### src/rtl/imem_loader.sv
// imem_loader: packs a little-endian byte stream into 32-bit words and writes them to instruction memory,
// holding the datapath in reset until the load completes.
module imem_loader #(
    parameter int          ADDR_WIDTH = 8,
    parameter logic [31:0] BASE_ADDR  = 32'h0
) (
    input  logic                  clock,
    input  logic                  reset,
    input  logic                  start,
    input  logic [ADDR_WIDTH:0]   lenWords,
    input  logic [7:0]            byteIn,
    input  logic                  byteValid,
    output logic                  byteReady,
    output logic                  memWriteEn,
    output logic [31:0]           memAddr,
    output logic [31:0]           memWriteData,
    output logic                  cpuReset,
    output logic                  busy,
    output logic                  done,
    output logic                  error
);
    typedef enum logic [2:0] {IDLE, COLLECT, WRITE, DONE, ERROR} state_t;
    localparam logic [ADDR_WIDTH:0] CAP = {1'b1, {ADDR_WIDTH{1'b0}}};
    state_t                state_q;
    logic [ADDR_WIDTH:0]   len_q;
    logic [ADDR_WIDTH-1:0] word_q;
    logic [1:0]            byte_q;
    logic [31:0]           shift_q, shift_d;
    logic                  xfer, len_ok, last_word;
    always_comb begin
        xfer      = byteValid && byteReady;
        len_ok    = lenWords != '0 && lenWords <= CAP;
        last_word = {1'b0, word_q} + 1'b1 == len_q;
        shift_d   = shift_q;
        shift_d[8*byte_q +: 8] = byteIn;
    end
    always_ff @(posedge clock) begin
        if (reset) begin
            state_q      <= IDLE;
            len_q        <= '0;
            word_q       <= '0;
            byte_q       <= '0;
            shift_q      <= '0;
            byteReady    <= 1'b0;
            memWriteEn   <= 1'b0;
            memAddr      <= BASE_ADDR;
            memWriteData <= '0;
            cpuReset     <= 1'b1;
            busy         <= 1'b0;
            done         <= 1'b0;
            error        <= 1'b0;
        end else begin
            memWriteEn <= 1'b0;
            case (state_q)
                IDLE, DONE, ERROR: if (start) begin
                    state_q   <= len_ok ? COLLECT : ERROR;
                    len_q     <= len_ok ? lenWords : len_q;
                    word_q    <= '0;
                    byte_q    <= '0;
                    shift_q   <= '0;
                    byteReady <= len_ok;
                    busy      <= len_ok;
                    error     <= !len_ok;
                    done      <= 1'b0;
                    cpuReset  <= 1'b1;
                end
                COLLECT: if (xfer) begin
                    shift_q <= shift_d;
                    byte_q  <= byte_q + 1'b1;
                    if (byte_q == 2'd3) begin
                        state_q      <= WRITE;
                        byteReady    <= 1'b0;
                        memWriteEn   <= 1'b1;
                        memAddr      <= BASE_ADDR + 32'({word_q, 2'b00});
                        memWriteData <= shift_d;
                    end
                end
                WRITE: begin
                    state_q   <= last_word ? DONE : COLLECT;
                    word_q    <= last_word ? word_q : word_q + 1'b1;
                    byteReady <= !last_word;
                    busy      <= !last_word;
                    done      <= last_word;
                    cpuReset  <= !last_word;
                end
                default: state_q <= IDLE;
            endcase
        end
    end
endmodule

### config.mk
export PLATFORM = sky130hd
export DESIGN_NAME = imem_loader
export DESIGN_NICKNAME = d
export VERILOG_FILES = /design/src/rtl/imem_loader.sv
export SDC_FILE = /design/constraint.sdc
export NUM_CORES = 1
export LEC_CHECK = 0
export ABC_CLOCK_PERIOD_IN_PS = 2700
export CORE_MARGIN = 3
export CORE_UTILIZATION = 54
export CTS_BUF_LIST = sky130_fd_sc_hd__clkbuf_2 sky130_fd_sc_hd__clkbuf_4 sky130_fd_sc_hd__clkbuf_8
export CTS_CLUSTER_SIZE = 40
export DETAILED_ROUTE_END_ITERATION = 16
export MAX_ROUTING_LAYER = met4
export PLACE_DENSITY = 0.89
export SYNTH_ARGS = -nofsm -noshare
export SYNTH_HDL_FRONTEND = slang
export SYNTH_SLANG_ARGS = --single-unit
### constraint.sdc
create_clock -name clock -period 2.7 [get_ports clock]
set_input_delay 0.54 -clock clock [delete_from_list [all_inputs] [get_ports clock]]
set_output_delay 0.54 -clock clock [all_outputs]
set_load 0.02 [all_outputs]
# Yosys cells after proc, flatten, opt, wreduce, memory -nomap -nowiden
# Cells that the tools add are included.
[word_totals]
reg_bits = 100
in_bits = 21
output_inout_bits = 70
[classes]
reduce_logical = 19
magnitude_cmp = 1
bitwise_logic = 2
add_sub_neg = 4
muxes = 26
n_shift = 2
eq_ne = 10
[ops]
columns = ["operator", "count"]
rows = [
  ["two-way mux 32 bit", 2],
  ["case mux 32 bit (2 select lines)", 1],
  ["negation 5 -> 34 bit", 1],
  ["variable shift 8 x 34 -> 32 bit, first input constant", 1],
  ["indexed part select 8 x 34 -> 32 bit", 1],
  ["bitwise mux 32 bit", 1],
  ["two-way mux 8 bit", 2],
  ["case mux 8 bit (2 select lines)", 1],
  ["AND reduction 3 bit", 5],
  ["two-way mux 3 bit", 4],
  ["adder 8 x 1 -> 9 bit, second input constant", 1],
  ["equality test 9 bit", 1],
  ["less-or-equal comparator 9 bit, second input constant", 1],
  ["case mux 3 bit (3 select lines)", 1],
  ["nonzero test 9 bit", 1],
  ["adder 8 x 1 -> 8 bit, second input constant", 1],
  ["!= test 2 bit, second input constant", 4],
  ["equality test 3 x 2 -> 1 bit, second input constant", 2],
  ["two-way mux 1 bit", 6],
  ["two-way mux 2 bit", 3],
  ["case mux 1 bit (2 select lines)", 3],
  ["OR reduction 3 bit", 2],
  ["case mux 2 bit (2 select lines)", 1],
  ["AND reduction 2 bit", 2],
  ["12 further kinds", 16],
]

# Longest topological paths before layout
[depth]
depth_word = 5
mapped_depth = 8
depth_no_buf = 8

# Least setup slack after synthesis
# OpenSTA, ideal clock, no wires.
[synth_path]
path_kind = "flip-flop to flip-flop"
from = "reg word_q[1]"
to = "reg word_q[2]"
path_stages_with_launch = 9
slack_ns = 0.410
required_ns = 2.577
setup_time_ns = 0.123
period_less_slack_ns = 2.290
arrival_ns = 2.167
cell_sequence = "dfxtp_1 -> ha_1 -> buf_2 -> nor2_1 -> or4b_4 -> a211o_1 -> and3b_4 -> o211ai_2 -> mux2_1"
[synth_via]
elab_chain_len = 4
word_cells_on_any_way = 7
classes_between = "add/sub (2); eq/ne (2); mux (2); reduce/logical (1)"
[synth_rtl]
columns = ["element", "line", "rtl"]
rows = [
  ["start, declared", "26", "logic [ADDR_WIDTH-1:0] word_q;"],
  ["start signal, assigned", "80", "word_q <= last_word ? word_q : word_q + 1'b1;"],
  ["adder 8 x 1 -> 9 bit", "33", "last_word = {1'b0, word_q} + 1'b1 == len_q;"],
  ["equality test 9 bit", "33", ""],
  ["!= test 2 bit (no source line)", "--", ""],
  ["AND reduction 3 bit (no source line)", "--", ""],
]
# Several ways; a longest one is shown, not always the timed one. The select of a mux whose other input is x is not followed.
# A chain may end at the register's enable or synchronous reset.

# Worst setup path in the final report
[layout_path]
from = "reg byte_q[0]"
to = "reg shift_q[1]"
[layout_via]
elab_chain_len = 5
word_cells_on_any_way = 6
classes_between = "add/sub (1); shift (2); mux (3)"
[layout_rtl]
columns = ["element", "line", "rtl"]
rows = [
  ["start, declared", "27", "logic [1:0] byte_q;"],
  ["start signal, assigned", "69", "byte_q <= byte_q + 1'b1;"],
  ["negation 5 -> 34 bit *", "35", "shift_d[8*byte_q +: 8] = byteIn;"],
  ["indexed part select 8 x 34 -> 32 bit / variable shift 8 x 34 -> 32 bit (equally long branches)", "35", ""],
  ["bitwise mux 32 bit *", "35", ""],
  ["two-way mux 32 bit *", "67", "COLLECT: if (xfer) begin"],
  ["case mux 32 bit (2 select lines) *", "54", "case (state_q)"],
  ["end signal, assigned", "68", "shift_q <= shift_d;"],
  ["end, declared", "28", "logic [31:0] shift_q, shift_d;"],
]
# Mark *: on every way between the ends. The rest lies on a longest branch, timed or not. The select of a mux whose other input is x is not followed.

==> impl_metrics.csv <==
group,metric,value,unit
clocking,cts_buffer_depth,2,
power_and_ir_drop,power_switching,756,µW
critical_path,max_stage_delay,0.76,ns
critical_path,crit_type,"reg -> reg",
synth,yosys_warnings,0,
critical_path,worstPathCellList,"inv_2, ha_1, nor3_1, a21oi_1, nor3_1, a21oi_1, nor2_1",
final_layout,nets,666,
route,route.detailed.drc,0,
timing,fmax,0.415,GHz
min_path,min_path_type,"reg -> reg",
clocking,cts_made_buffers,9,
power_and_ir_drop,p_per_area,486,nW/µm²
timing,tightest_slew,0.920,ns
synth,synthCells,585,
synth,yosys.area.top_type,"dfxtp_1",
global_routing,grt_max_degree,73,
power_and_ir_drop,p_comb_share,9.3,%
floorplan,die-area,10100,µm²
global_routing,grt_pass1_vias,3928,
synth,synth_common_cells,"dfxtp_1 (100), nor2_1 (92), a21oi_1 (82)",
power_and_ir_drop,power.share.switching,27.1,%
clocking,cts_num_sinks,100,
floorplan,initial_utilization,57.0,%
route,wire_per_inst,15.4,µm
timing,setup-tns-final,0,ns
synth,synth.most_common_cell,"dfxtp_1",
power_and_ir_drop,p_int,2030,µW
timing,worst_slack,0.288,ns
global_routing,grt_usage,23.5,%
route,vias_per_cell,5.78,
critical_path,crit_arrival,2.73,ns
critical_path,worst_setup_path_end_kind,"register",
floorplan,rows,33,
timing,hold_ws,0.464,ns
global_routing,grt-ovfl-total,0,
clocking,cts_tree,"done",
critical_path,cp_max_fo,9,
timing,max_slew_margin,38.2,%
global_routing,grt_pass1_wl,18600,µm
power_and_ir_drop,pwr-share-seq,54.0,%
placed_design,dp_slack,0.135,ns
power_and_ir_drop,ir_worst_vdd,0.271,mV
power_and_ir_drop,leakagePower,0.00200,µW
final_layout,final_area,5740,µm²
critical_path,cpLargestDelayFamily,"simple AND/OR/NAND/NOR gates",
global_routing,antenna_found_initial,0,
synth,yosysSeqAreaShare,41.5,%
route,dr.first_iter.drc_count,249,
synth,syn_area_per_cell,8.25,µm²
clocking,htree_levels,3,
route,first_pass_iters,4,
route,wl,11500,µm
clocking,ctsHoldBuffers,0,
route,antenna_left,0,
timing,finalCritPeriodShare,89.3,%
critical_path,setup.worst_path.start_class,"register",
critical_path,crit_buf_inv,1,
synth,ys.flop_type,"dfxtp_1",
timing,hold_viol_final,0,
critical_path,worstPathRequired,3.02,ns
synth,async_flop_share,0,%
final_layout,drive_above_1_share,8.09,%
route,vias,4323,
floorplan,die_y,101,µm
synth,synth.distinct_cells,64,
power_and_ir_drop,clockPowerShare,36.7,%
job,cap_violations,0,
placed_design,port_buffers,66,
timing,min_period,2.41,ns
clocking,cts.clk_slew.worst_paths,0.11,ns
synth,synth-seq-cells,100,
clocking,cts-root-buf,"clkbuf_8",
floorplan,io_pins,91,
final_layout,syn_to_final_growth,18.9,%
critical_path,critPathSlowestCell,"nor3_1",
placed_design,place_area,5520,µm²
timing,grt_setup_unrepaired,"false",
synth,ys_top_cells_by_area,"dfxtp_1 (41%), a21oi_1 (8.5%), nor2_1 (7.2%)",
synth,synth_top_cell_area_share,41.5,%
floorplan,die_w,101,µm
floorplan,placeableCoreArea,8460,µm²
placed_design,gp_congestion,0.942,
clocking,post_cts_buffers,0,
clocking,insertion_delay,0.37,ns
clocking,post_cts_resized,0,
timing,worst_clock_skew,0.0120,ns
synth,synth_edf_count,0,
synth,syn_area,4820,µm²
timing,setup_viol,0,
placed_design,dpl.hpwl,8130,µm
outcome,outcome,"finished, final reports clean",
timing,slew_viol_final,0,
final_layout,antenna_cells,0,
power_and_ir_drop,p_total,2780,µW
[layout make-up]
class / count / area [µm²]
repair buffers: 83 / 808
multi-input cells: 440 / 2560
clock buffers: 9 / 124
fillers: 670 / 2730
inverters: 4 / 15.0
clock inverters: 7 / 93.8
well taps: 105 / 131
flip-flops and latches: 100 / 2000
[logic make-up after synthesis]
kind of cell,count (synthesis),synth area share [%]
xor+xnor,11,2.00
simple gates,240,25.1
other cells,1,0.0777
flops,100,41.5
buf+inv,68,7.68
mux,10,2.20
compound gates,148,19.6
fa+ha+maj,7,1.82
[power groups by stage]
| stage | registers (µW) | clock network (µW) | logic (µW) |
|---|---|---|---|
| after floorplan | 1540 | 0 | 191 |
| after CTS | 1500 | 1040 | 254 |
| after detailed placement | 1540 | 0 | 253 |
| after global placement | 1540 | 0 | 248 |
| after global routing | 1510 | 1110 | 277 |
| final | 1500 | 1020 | 258 |
[worst paths after layout]
| check | slack [ns] | cells after the start | endpoint | start |
|---|---|---|---|---|
| setup reg to reg | 0.29 | 7 | shift_q[1]$_SDFFE_PP0P_ | byte_q[0]$_SDFFE_PP0P_ |
| hold reg to reg | 0.46 | 2 | memAddr[8]$_SDFFE_PP0P_ | memAddr[8]$_SDFFE_PP0P_ |
| hold / removal | 0.46 | 2 | memAddr[8]$_SDFFE_PP0P_ | memAddr[8]$_SDFFE_PP0P_ |
| setup / recovery | 0.29 | 7 | shift_q[1]$_SDFFE_PP0P_ | byte_q[0]$_SDFFE_PP0P_ |
[worst register-to-register path, cell delays in order (launching register included)]
cell	delay [ns]
dfxtp_1	0.52
inv_2	0.11
ha_1	0.36
nor3_1	0.76
a21oi_1	0.24
nor3_1	0.21
a21oi_1	0.07
nor2_1	0.09
[through the flow]
stage,util [%],instances
floorplan,-,608
global placement,65.2,732
detailed placement,65.2,732
CTS,67.8,748
global route,67.8,748
finish,67.8,748
[sequential cells by signal (all words and copies together), names as in the netlist]
signal        flops
word_q            8
cpuReset          1
done              1
busy              1
memWriteData     32
byte_q            2
error             1
shift_q          32
state_q           3
byteReady         1
memWriteEn        1
memAddr           8
len_q             9
[per-layer routing]
layer,GRT usage [%],wire length (µm),part of all wire (%)
met5,-,0,0
met1,29.1,4850,42
met4,7.36,193,1.7
met3,5.61,891,7.7
met2,38.0,5580,48
[cells in the final DEF, fill, tap and decap left out, types with 3 or more instances in the layout]
cell type	count
a211oi_1	33
a21oi_1	82
and3_1	5
buf_4	15
clkbuf_8	9
clkdlybuf4s50_1	65
conb_1	24
dfxtp_1	100
ha_1	7
inv_1	3
inv_8	3
mux2i_1	8
nand2_1	27
nand2b_1	4
nand3_1	11
nand3b_1	4
nand4_1	6
nor2_1	91
nor2b_1	33
nor3_1	35
nor4_1	3
o21ai_0	3
o21ai_1	3
or3_1	4
xnor2_1	6
xor2_1	5
Note: power is estimated with default switching activity, not from simulation.
